==> src/rtl/fetch_unit.sv <==
// MIPS instruction-fetch stage: PC register, sequential increment and redirect mux,
// single-outstanding request/grant/response memory port and a small fetch queue toward decode.
module fetch_unit #(
    parameter int unsigned     XLEN       = 32,
    parameter logic [XLEN-1:0] RESET_PC   = 32'h0000_0000,
    parameter logic [XLEN-1:0] EXC_VECTOR = 32'h0000_0080,
    parameter int unsigned     INC        = 4,
    parameter int unsigned     FQ_DEPTH   = 2
) (
    input  logic            clk,
    input  logic            rst,
    input  logic            redirect_valid,
    input  logic [XLEN-1:0] redirect_pc,
    input  logic            exc_valid,
    output logic            imem_req,
    output logic [XLEN-1:0] imem_addr,
    input  logic            imem_gnt,
    input  logic            imem_rvalid,
    input  logic [XLEN-1:0] imem_rdata,
    output logic            out_valid,
    input  logic            out_ready,
    output logic [XLEN-1:0] out_pc,
    output logic [XLEN-1:0] out_instr
);

    localparam int unsigned     PW         = $clog2(FQ_DEPTH);
    localparam int unsigned     CW         = $clog2(FQ_DEPTH + 1);
    localparam logic [XLEN-1:0] INC_X      = XLEN'(INC);
    localparam logic [XLEN-1:0] ALIGN_MASK = ~(XLEN'(INC - 1));
    localparam logic [CW-1:0]   DEPTH_C    = CW'(FQ_DEPTH);

    logic [XLEN-1:0] r_pc;
    logic [XLEN-1:0] r_req_pc;
    logic            r_outstanding;
    logic            r_discard;
    logic [PW-1:0]   r_rd;
    logic [PW-1:0]   r_wr;
    logic [CW-1:0]   r_count;
    logic [XLEN-1:0] r_qpc    [FQ_DEPTH];
    logic [XLEN-1:0] r_qinstr [FQ_DEPTH];

    logic            w_flush;
    logic [XLEN-1:0] w_target;
    logic            w_fire;
    logic            w_resp;
    logic            w_push;
    logic            w_pop;

    // Exception vectoring takes precedence over a simultaneous branch/jump target.
    assign w_flush  = redirect_valid | exc_valid;
    assign w_target = (exc_valid ? EXC_VECTOR : redirect_pc) & ALIGN_MASK;

    // Only requesting with a free slot and nothing in flight keeps count + outstanding <= depth.
    assign imem_req  = !rst && !r_outstanding && (r_count < DEPTH_C) && !w_flush;
    assign imem_addr = r_pc;

    assign w_fire = imem_req && imem_gnt;
    assign w_resp = imem_rvalid && r_outstanding;
    assign w_push = !rst && w_resp && !r_discard && !w_flush;
    assign w_pop  = out_valid && out_ready && !w_flush;

    assign out_valid = (r_count != '0);
    assign out_pc    = r_qpc[r_rd];
    assign out_instr = r_qinstr[r_rd];

    always_ff @(posedge clk) begin
        if (rst) begin
            r_pc          <= RESET_PC;
            r_outstanding <= 1'b0;
            r_discard     <= 1'b0;
            r_rd          <= '0;
            r_wr          <= '0;
            r_count       <= '0;
        end else begin
            if (w_flush) begin
                r_pc <= w_target;
            end else if (w_fire) begin
                r_pc <= r_pc + INC_X;
            end

            if (w_fire) begin
                r_req_pc      <= r_pc;
                r_outstanding <= 1'b1;
            end else if (w_resp) begin
                r_outstanding <= 1'b0;
            end

            // A flush with a request still in flight must swallow that stale response.
            if (w_resp) begin
                r_discard <= 1'b0;
            end else if (w_flush && r_outstanding) begin
                r_discard <= 1'b1;
            end

            if (w_flush) begin
                r_rd    <= '0;
                r_wr    <= '0;
                r_count <= '0;
            end else begin
                if (w_push) begin
                    r_wr <= r_wr + PW'(1);
                end
                if (w_pop) begin
                    r_rd <= r_rd + PW'(1);
                end
                r_count <= r_count + CW'(w_push) - CW'(w_pop);
            end
        end
    end

    always_ff @(posedge clk) begin
        if (w_push) begin
            r_qpc[r_wr]    <= r_req_pc;
            r_qinstr[r_wr] <= imem_rdata;
        end
    end

endmodule

==> config.mk <==
export PLATFORM = sky130hd
export DESIGN_NAME = fetch_unit
export DESIGN_NICKNAME = d
export VERILOG_FILES = /design/src/rtl/fetch_unit.sv
export SDC_FILE = /design/constraint.sdc
export NUM_CORES = 1
export LEC_CHECK = 0
export CAP_MARGIN = 20
export CORE_ASPECT_RATIO = 1.75
export CORE_MARGIN = 1
export CORE_UTILIZATION = 45
export CTS_CLUSTER_DIAMETER = 80
export DETAILED_ROUTE_END_ITERATION = 16
export MAX_ROUTING_LAYER = met4
export PLACE_DENSITY = 0.68
export SLEW_MARGIN = 20
export SYNTH_ARGS = -nofsm -noshare
export SYNTH_HDL_FRONTEND = slang
export SYNTH_SLANG_ARGS = --single-unit
==> constraint.sdc <==
create_clock -name clk -period 5.86 [get_ports clk]
set_input_delay 0.879 -clock clk [delete_from_list [all_inputs] [get_ports clk]]
set_output_delay 0.879 -clock clk [all_outputs]
set_load 0.02 [all_outputs]
# Word level (Yosys, flattened, before mapping)
# Memories as Yosys holds them, arrays and structs flattened. A register that Yosys moved wholly into a read port is not among the register bits.
# Cells that the tools add are included.
[totals] ramBits=128 output_inout_bits=98 ff_bits=70 mem_count=2 wordCells=50 input_bits=71
[op_classes] n_lt_le_gt_ge=1 n_bitwise=2 n_addsub=5 mux=11 reduce_logical=21
[mem_list] name="r_qinstr" words=2 width=32 read_ports=1 rd_ports_with_merged_regs=1 wr=1 line_no="40" source="logic [XLEN-1:0] r_qinstr [FQ_DEPTH];"
[mem_list] name="r_qpc" words=2 width=32 read_ports=1 rd_ports_with_merged_regs=1 wr=1 line_no="39" source="logic [XLEN-1:0] r_qpc [FQ_DEPTH];"
[ops] operator="$mux 32" count=3
[ops] operator="$add 32x3->32 const B" count=1
[ops] operator="$logic_and 1x1->1" count=11
[ops] operator="$mux 1" count=8
[ops] operator="$reduce_bool 2->1" count=3
[ops] operator="$logic_not 1->1" count=4
[ops] operator="$reduce_or 2->1" count=2
[ops] operator="$add 1x1->1 const B" count=2
[ops] operator="$add 2x1->2" count=1
[ops] operator="$lt 2x2->1 const B" count=1
[ops] operator="$reduce_and 2->1" count=1
[ops] operator="$sub 2x1->2" count=1
[ops] operator="$not 1->1" count=1
[ops] operator="$or 1x1->1" count=1

# Depth between registers and ports, before layout
[depth] ltp_word=7 ltp_mapped=11 depth_no_buf=10

# Worst setup path after synthesis
# No wires, ideal clock.
[synth_timing] kind="in2reg" start="input port exc_valid" end="memory r_qinstr[0][0] (enable)" setup_slack_ns=0.989 setup_ns=0.482 required_ns=5.378 arrival_time_ns=4.388 path_stages=6 n_path_buf=1 cell_sequence="clkbuf_1 nor2_1 nand2_1 nor3_1 inv_1 nor2_1"
[synth_between] elab_chain_len=5
[synth_rtl] element="from (decl)" line_no="14" source="input logic exc_valid,"
[synth_rtl] element="$or 1x1->1" line_no="50" source="assign w_flush = redirect_valid | exc_valid;"
[synth_rtl] element="$logic_not 1->1" line_no="59" source="assign w_push = !rst && w_resp && !r_discard && !w_flush;"
[synth_rtl] element="$logic_and 1x1->1" line_no="59"
[synth_rtl] element="$mux 1" line_no="112" source="if (w_push) begin"
[synth_rtl] element="$mux 1 (implied by the code)" line_no="114" source="r_qinstr[r_wr] <= imem_rdata;"
[synth_rtl] element="to (decl)" line_no="40"
# No other way between the ends.

# Worst setup path in the final report
[layout_timing] start="input port rst" end="output port imem_req"
[layout_between] elab_chain_len=4
[layout_rtl] element="from (decl)" line_no="11" source="input logic rst,"
[layout_rtl] element="$logic_not 1->1" line_no="54" source="assign imem_req = !rst && !r_outstanding && (r_count < DEPTH_C) && !w_flush;"
[layout_rtl] element="$logic_and 1x1->1 (3 in series)" line_no="54"
[layout_rtl] element="to (decl)" line_no="15" source="output logic imem_req,"
# No other way between the ends.

==> qor.txt <==
Sequential share of the synthesized area - 70.1%
CP max FO - 21
DR iter-0 viols - 172
Vias per inst - 5.43
Slew HR - 39.5%
Startpoint Class - input port
Die width - 101 um
Area Overhead vs Synth - 31.6%
Clock root buffer - clkbuf_16
Min-delay src - r_req_pc[15]$_DFFE_PP_
DR vias - 4993
RSZ-0062 raised after global routing - false
Antenna Nets Post-Route - 0
Power Dens Cells - 267 nW/um2
Worst setup EP type - primary output
TNS Setup - 0 ns
Leak - 3.32 nW
Bufs on Longest Clock Path - 2
FMAX - 245 MHz
EDFF count, synth - 154
CTS Sinks - 191
# setup viols final - 0
Filler cells - 1300
Total Routed Length - 16.6 mm
H-tree depth - 4
Post-synthesis cell type count - 59
Total core area - 16500 um2
Initial Utilization - 46.3%
First drt pass iteration count - 5
Die H - 175 um
Synthesized area - 7650 um2
Clk slew on worst S/H paths - 0.06 ns
Vias in the first global route - 5079
DRC viols - 0
Clock latency on the worst-skew pair - 0.42 ns
Critical Path Max Stage Delay - 0.73 ns
Wirelength per Cell - 18.0 um
Maxcap violations - 0
Syn Inst Count - 517
Die area - 17600 um2
Tcrit/Tclk final - 69.7%
Synth warn - 0
Fin. max-slew vios - 0
Total GRT Usage - 20.2%
Mapped Avg Cell Area - 14.8 um2
Area post-placement - 9510 um2
Critical path class - input port to primary output
Share of layout cells above drive strength 1 - 16.5%
Worst min path class - flip-flop to flip-flop
Diodes inserted - 0
Max Clock Skew - 0.0161 ns
First-pass GRT wire length - 26.2 mm
Post-CTS Setup Inserts - 0
Seq cells post-synth - 191
DP HPWL - 11.5 mm
Port bufs - 162
GRT overflow - 0
CP Launch Point - rst
Worst path most repeated cell - clkdlybuf4s50_1
Cts hold-fix bufs - 0
Post-CTS sizing - 0
CP required - 4.98 ns
Synth async-reset ratio - 0%
Peak VDD IR - 169 uV
Status - finished, final reports clean
R2R Path Start - r_outstanding$_SDFFE_PP0P_
Top FF cell, synth - edfxtp_1
FP Rows - 62
Nets - 756
Num ports - 169
GPL Wtd Cong - 0.848
Initial antenna violation count - 0
CP arrival - 3.20 ns
Worst path cell trace - clkdlybuf4s50_1 -> nor2_1 -> buf_4 -> nand2_1 -> nor3_1 -> clkdlybuf4s50_1
Min Tclk post-route - 4.08 ns
Worst-path cell with the longest stage delay - clkdlybuf4s50_1
Endpoints failing hold - 0
CTS tree - yes
Slew @ Worst Pin - 0.908 ns
TritonCTS buffer count - 17
Largest net degree at the start of global routing - 63
Fin area - 10100 um2
## logic make-up (layout without fill, tap and decap cells)
kind of cell / Yosys count / after routing / share of synthesized area [%]
flops: 191 / 191 / 70.1
buf+inv: 35 / 210 / 2.11
compound gates: 92 / 92 / 7.94
other cells: 1 / 4 / 0.0490
mux: 68 / 68 / 9.91
xor+xnor: 7 / 7 / 0.801
simple gates: 120 / 120 / 8.61
fa+ha+maj: 3 / 3 / 0.490
## stage by stage
stage	setup slack (ns)	power, mW	instances	hold slack (ns)	utilization (%)
detailed placement	1.77	1.63	887	0.429	57.6
floorplan	0.989	1.56	520	0.421	-
global placement	1.80	1.63	887	0.422	57.6
finish	1.78	2.69	919	0.442	61.0
global route	1.68	2.78	919	0.450	61.0
CTS	1.78	2.72	919	0.445	61.0
## report_power, final
part / total, mW / internal (mW) / switching [mW]
combinational: 0.129 / 0.0682 / 0.0613
clock: 1.09 / 0.575 / 0.510
sequential: 1.48 / 1.46 / 0.0120
## worst paths after layout
path	to	slack (ns)	cells past startpoint
hold / removal	r_qpc[1][15]$_DFFE_PP_	0.44	0
setup / recovery	imem_req	1.78	6
setup reg to reg	imem_addr[13]$_SDFFE_PP0P_	3.42	6
hold reg to reg	r_qpc[1][15]$_DFFE_PP_	0.44	0
## worst max-delay path, delay by kind of cell
family	cells	cell delay, ns
AND/OR/NAND/NOR	3	0.67
buffers and inverters	3	1.64
## layout make-up
type,instances,area (um2),area share [%]
Clock buffer,20,447,4.43
Timing Repair Buffer,170,1680,16.7
Tap cell,224,280,2.78
Clock inverter,12,115,1.14
Inverter,8,35.0,0.348
Sequential cell,191,5370,53.3
Multi-Input combinational cell,294,2150,21.3
## metal layers
layer	part of all wire (%)	GRT usage (%)	up-vias
li1	-	-	2330
met1	37	21.3	2444
met2	56	35.8	192
met3	4.7	4.22	27
met4	2.4	8.94	0
met5	0	-	-
## sequential cells by signal, summed over array words and instances, names as in the netlist, named ones only
name,cells
imem_addr,30
r_count,2
r_discard,1
r_outstanding,1
r_qinstr,64
r_qpc,60
r_rd,1
r_req_pc,30
r_wr,1
## cell usage in the layout (no fill, tap or decap), types with 17 or more instances in the layout
cell type and n:
nor2_1 22, nand2_1 29, o21ai_0 20, mux2_2 62
nor3_1 19, clkbuf_16 17, edfxtp_1 154, dfxtp_1 36
clkdlybuf4s50_1 162, a21oi_1 28
## synthesized netlist by cell type (2+ instances only)
library cell  count  area share, %
xor2_1            3           0.34
nand4_1           4           0.33
xnor2_1           4           0.46
and4_1            4           0.46
a32o_1            2           0.26
a211oi_1          6           0.59
dfxtp_1          37            9.7
nand2_1          29            1.4
o31ai_1           3           0.29
clkbuf_1         16           0.78
o211ai_1          3           0.29
nor2_1           23            1.1
a22o_1            3           0.34
o21ai_0          20            1.3
ha_1              3           0.49
o32ai_1           3           0.34
nor4_2            2           0.33
a221oi_1          3           0.34
edfxtp_1        154             60
or3_1             3           0.25
inv_1             7           0.34
nor3_1           19            1.2
a21oi_1          28            1.8
a41o_1            3           0.39
nor4_1            2           0.16
a311oi_1          4           0.46
buf_2             5           0.33
o22ai_1           2           0.16
buf_4             5           0.49
and3_1            7           0.57
a21o_1            2           0.20
or2_2             3           0.25
mux2_2           62            9.1
nand3_1          13           0.85
mux2i_1           6           0.78
Note: power is estimated with default switching activity, not from simulation.
==> edit: new RTL, config.mk and constraints unchanged <==
`XLEN`: 32 -> 16.
--- a/src/rtl/fetch_unit.sv
+++ b/src/rtl/fetch_unit.sv
@@ -3,3 +3,3 @@
 module fetch_unit #(
-    parameter int unsigned     XLEN       = 32,
+    parameter int unsigned     XLEN       = 16,
     parameter logic [XLEN-1:0] RESET_PC   = 32'h0000_0000,
Interface: changed (5 resized); port bits go from 169 to 89. No check against the original RTL was run, so the function may have changed too.
==> edit against the original RTL <==
Sequential power fell by 51%; sequential cell count fell by 96; count of clock-buffer cells in the layout fell by 11; wire length fell by 57%; clock skew fell by 0.0074 ns; worst setup slack improved by 0.23 ns; power fell by 48%; largest cell class unchanged; area after synthesis fell by 49%; die area fell by 49%; cell area fell by 49%.
==> edit: results (changes against the original RTL) <==
* Routed WL at 7138 um (was 16550 um)
* H-tree Lvls at 3 (was 4)
* Vias/cell at 5.155 (was 5.433)
* Layout Cells excl Fill at 471 (was 919)
* Reg2Reg Depth at 2 (was 6)
* Pre-CTS setup slack at 2.040 ns (was 1.772 ns)
* R2R Path Start: r_outstanding (unchanged)
* First-pass detailed-route iteration total at 4 (was 5)
* Fin nets at 393 (was 756)
* Reg2reg end: r_req_pc[8] (was imem_addr[13])
* LEAKAGE at 1.720 nW (was 3.321 nW)
* Clock skew at 0.008740 ns (was 0.01615 ns)
* Status: completed (unchanged)
* Ys Warns at 0 (unchanged)
* Worst hold stages at 0 (unchanged)
* Largest net degree at the start of global routing at 31 (was 63)
* Clk_lat worst skew at 0.34 ns (was 0.42 ns)
* Inst Count DP at 455 (was 887)
* Root buffer cell: clkbuf_16 (unchanged)
* First-pass GRT wire length at 11690 um (was 26180 um)
* Post-synth top cells: 74 x edfxtp_1, 30 x mux2_2, 21 x dfxtp_1 (was 154 x edfxtp_1, 62 x mux2_2, 37 x dfxtp_1)
* Worst-path fanout max at 12 (was 21)
* Routability cong. at 0.8187 (was 0.8480)
* Fill count at 653 (was 1300)
* Crit path DAT at 2.98 ns (was 3.20 ns)
* R2r setup slk at 3.81 ns (was 3.42 ns)
* CTS buffer count at 9 (was 17)
* Netlist cell types at 48 (was 59)
* Hold Path End: r_qpc[1][9] (was r_qpc[1][15])
* CTS resizes at 0 (unchanged)
* Avg Cell Area, Syn at 14.54 sq um (was 14.81 sq um)
* Layout cells sized above 1 at 17.98% (was 16.55%)
* Antenna Cells at 0 (unchanged)
* # port buffers at 82 (was 162)
* Worst VDD drop at 0.0001816 V (was 0.0001686 V)
* Initial antenna violation count at 0 (unchanged)
* CTS Hold Bufs at 0 (unchanged)
* Vias in the first global route at 2458 (was 5079)
* Iteration-0 DRC count of the detailed router at 146 (was 172)
* Post-synthesis sequential area ratio at 68.31% (was 70.09%)
* Hold Path Class: register to register (unchanged)
* Final setup viols at 0 (unchanged)
* Fraction of registers with async set/reset at 0% (unchanged)
* Post-synth top area share at 57.44% (was 60.41%)
* Hold Path Origin: r_req_pc[9] (was r_req_pc[15])
* Top cells by area, synth: edfxtp_1 57%, dfxtp_1 11%, mux2_2 8.7%, o21ai_0 1.6%, nor3_1 1.3% (was edfxtp_1 60%, dfxtp_1 9.7%, mux2_2 9.1%, a21oi_1 1.8%, nand2_1 1.4%)
* Top Registers: r_qinstr: 32 flops, r_qpc: 28 flops (was r_qinstr: 64 flops, r_qpc: 60 flops)
* Worst-Margin Slew at 0.8718 ns (was 0.9080 ns)
* Post-synth EDFFs at 74 (was 154)
* Global Route Usage Sum at 17.73% (was 20.22%)
* Clk buf depth at 2 (unchanged)
* DP HPWL at 4914 um (was 11530 um)
[edit: final cells by class]
class	instances	area, sq um	area share, %
Sequential cell	95	2643	51.60
Clock buffer	9	225.2	4.398
Inverter	9	33.78	0.6597
Clock inverter	7	77.57	1.515
Timing Repair Buffer	85	843.3	16.47
Multi-Input combinational cell	151	1155	22.55
Tap cell	115	143.9	2.810
[edit: stage by stage]
step / hold WS, ns / cell area, sq um / utilization, %
final: 0.4494 / 5121 / 61.60
after global routing: 0.4613 / 5121 / 61.60
after CTS: 0.4545 / 5106 / 61.42
after detailed placement: 0.4380 / 4803 / 57.78
after global placement: 0.4216 / 4803 / 57.78
after floorplan: 0.4215 / 3880 / -
[edit: layer usage]
metal,track usage [%],vias to the layer above,share of wire [%]
met3,4.935,16,5.2
met2,30.35,73,55
met5,-,-,0
li1,-,1178,-
met1,17.65,1161,37
met4,9.689,0,3.2
[edit: worst max path at each step]
stage              start              to  slack, ns  depth (start not counted)
6_report       exc_valid        imem_req       2.00                          4
4_1_cts        exc_valid        imem_req       2.03                          4
3_5_place_dp   exc_valid        imem_req       2.04                          4
2_1_floorplan  exc_valid  r_qinstr[0][0]       2.46                          5
3_3_place_gp   exc_valid        imem_req       2.04                          4
5_1_grt        exc_valid        imem_req       1.87                          4
[edit: power by group]
part / leakage, nW / switching (mW) / internal (mW)
clock network: 0.145 / 0.247 / 0.335
logic: 0.708 / 0.0342 / 0.0374
registers: 0.867 / 0.00603 / 0.726
[edit: cell families after synthesis]
kind of cell    after synthesis  synth area share (%)
compound gates               35                 6.371
mux                          34                 9.767
flops                        95                 68.31
xor+xnor                      6                 1.358
simple gates                 69                 10.29
other cells                   1               0.09693
buf+inv                      23                 2.846
fa+ha+maj                     3                0.9703
[edit: critical path: stages]
cell,delay [ns]
clkdlybuf4s50_1,0.68
or3_1,0.61
nor3_1,0.18
clkdlybuf4s50_1,0.63
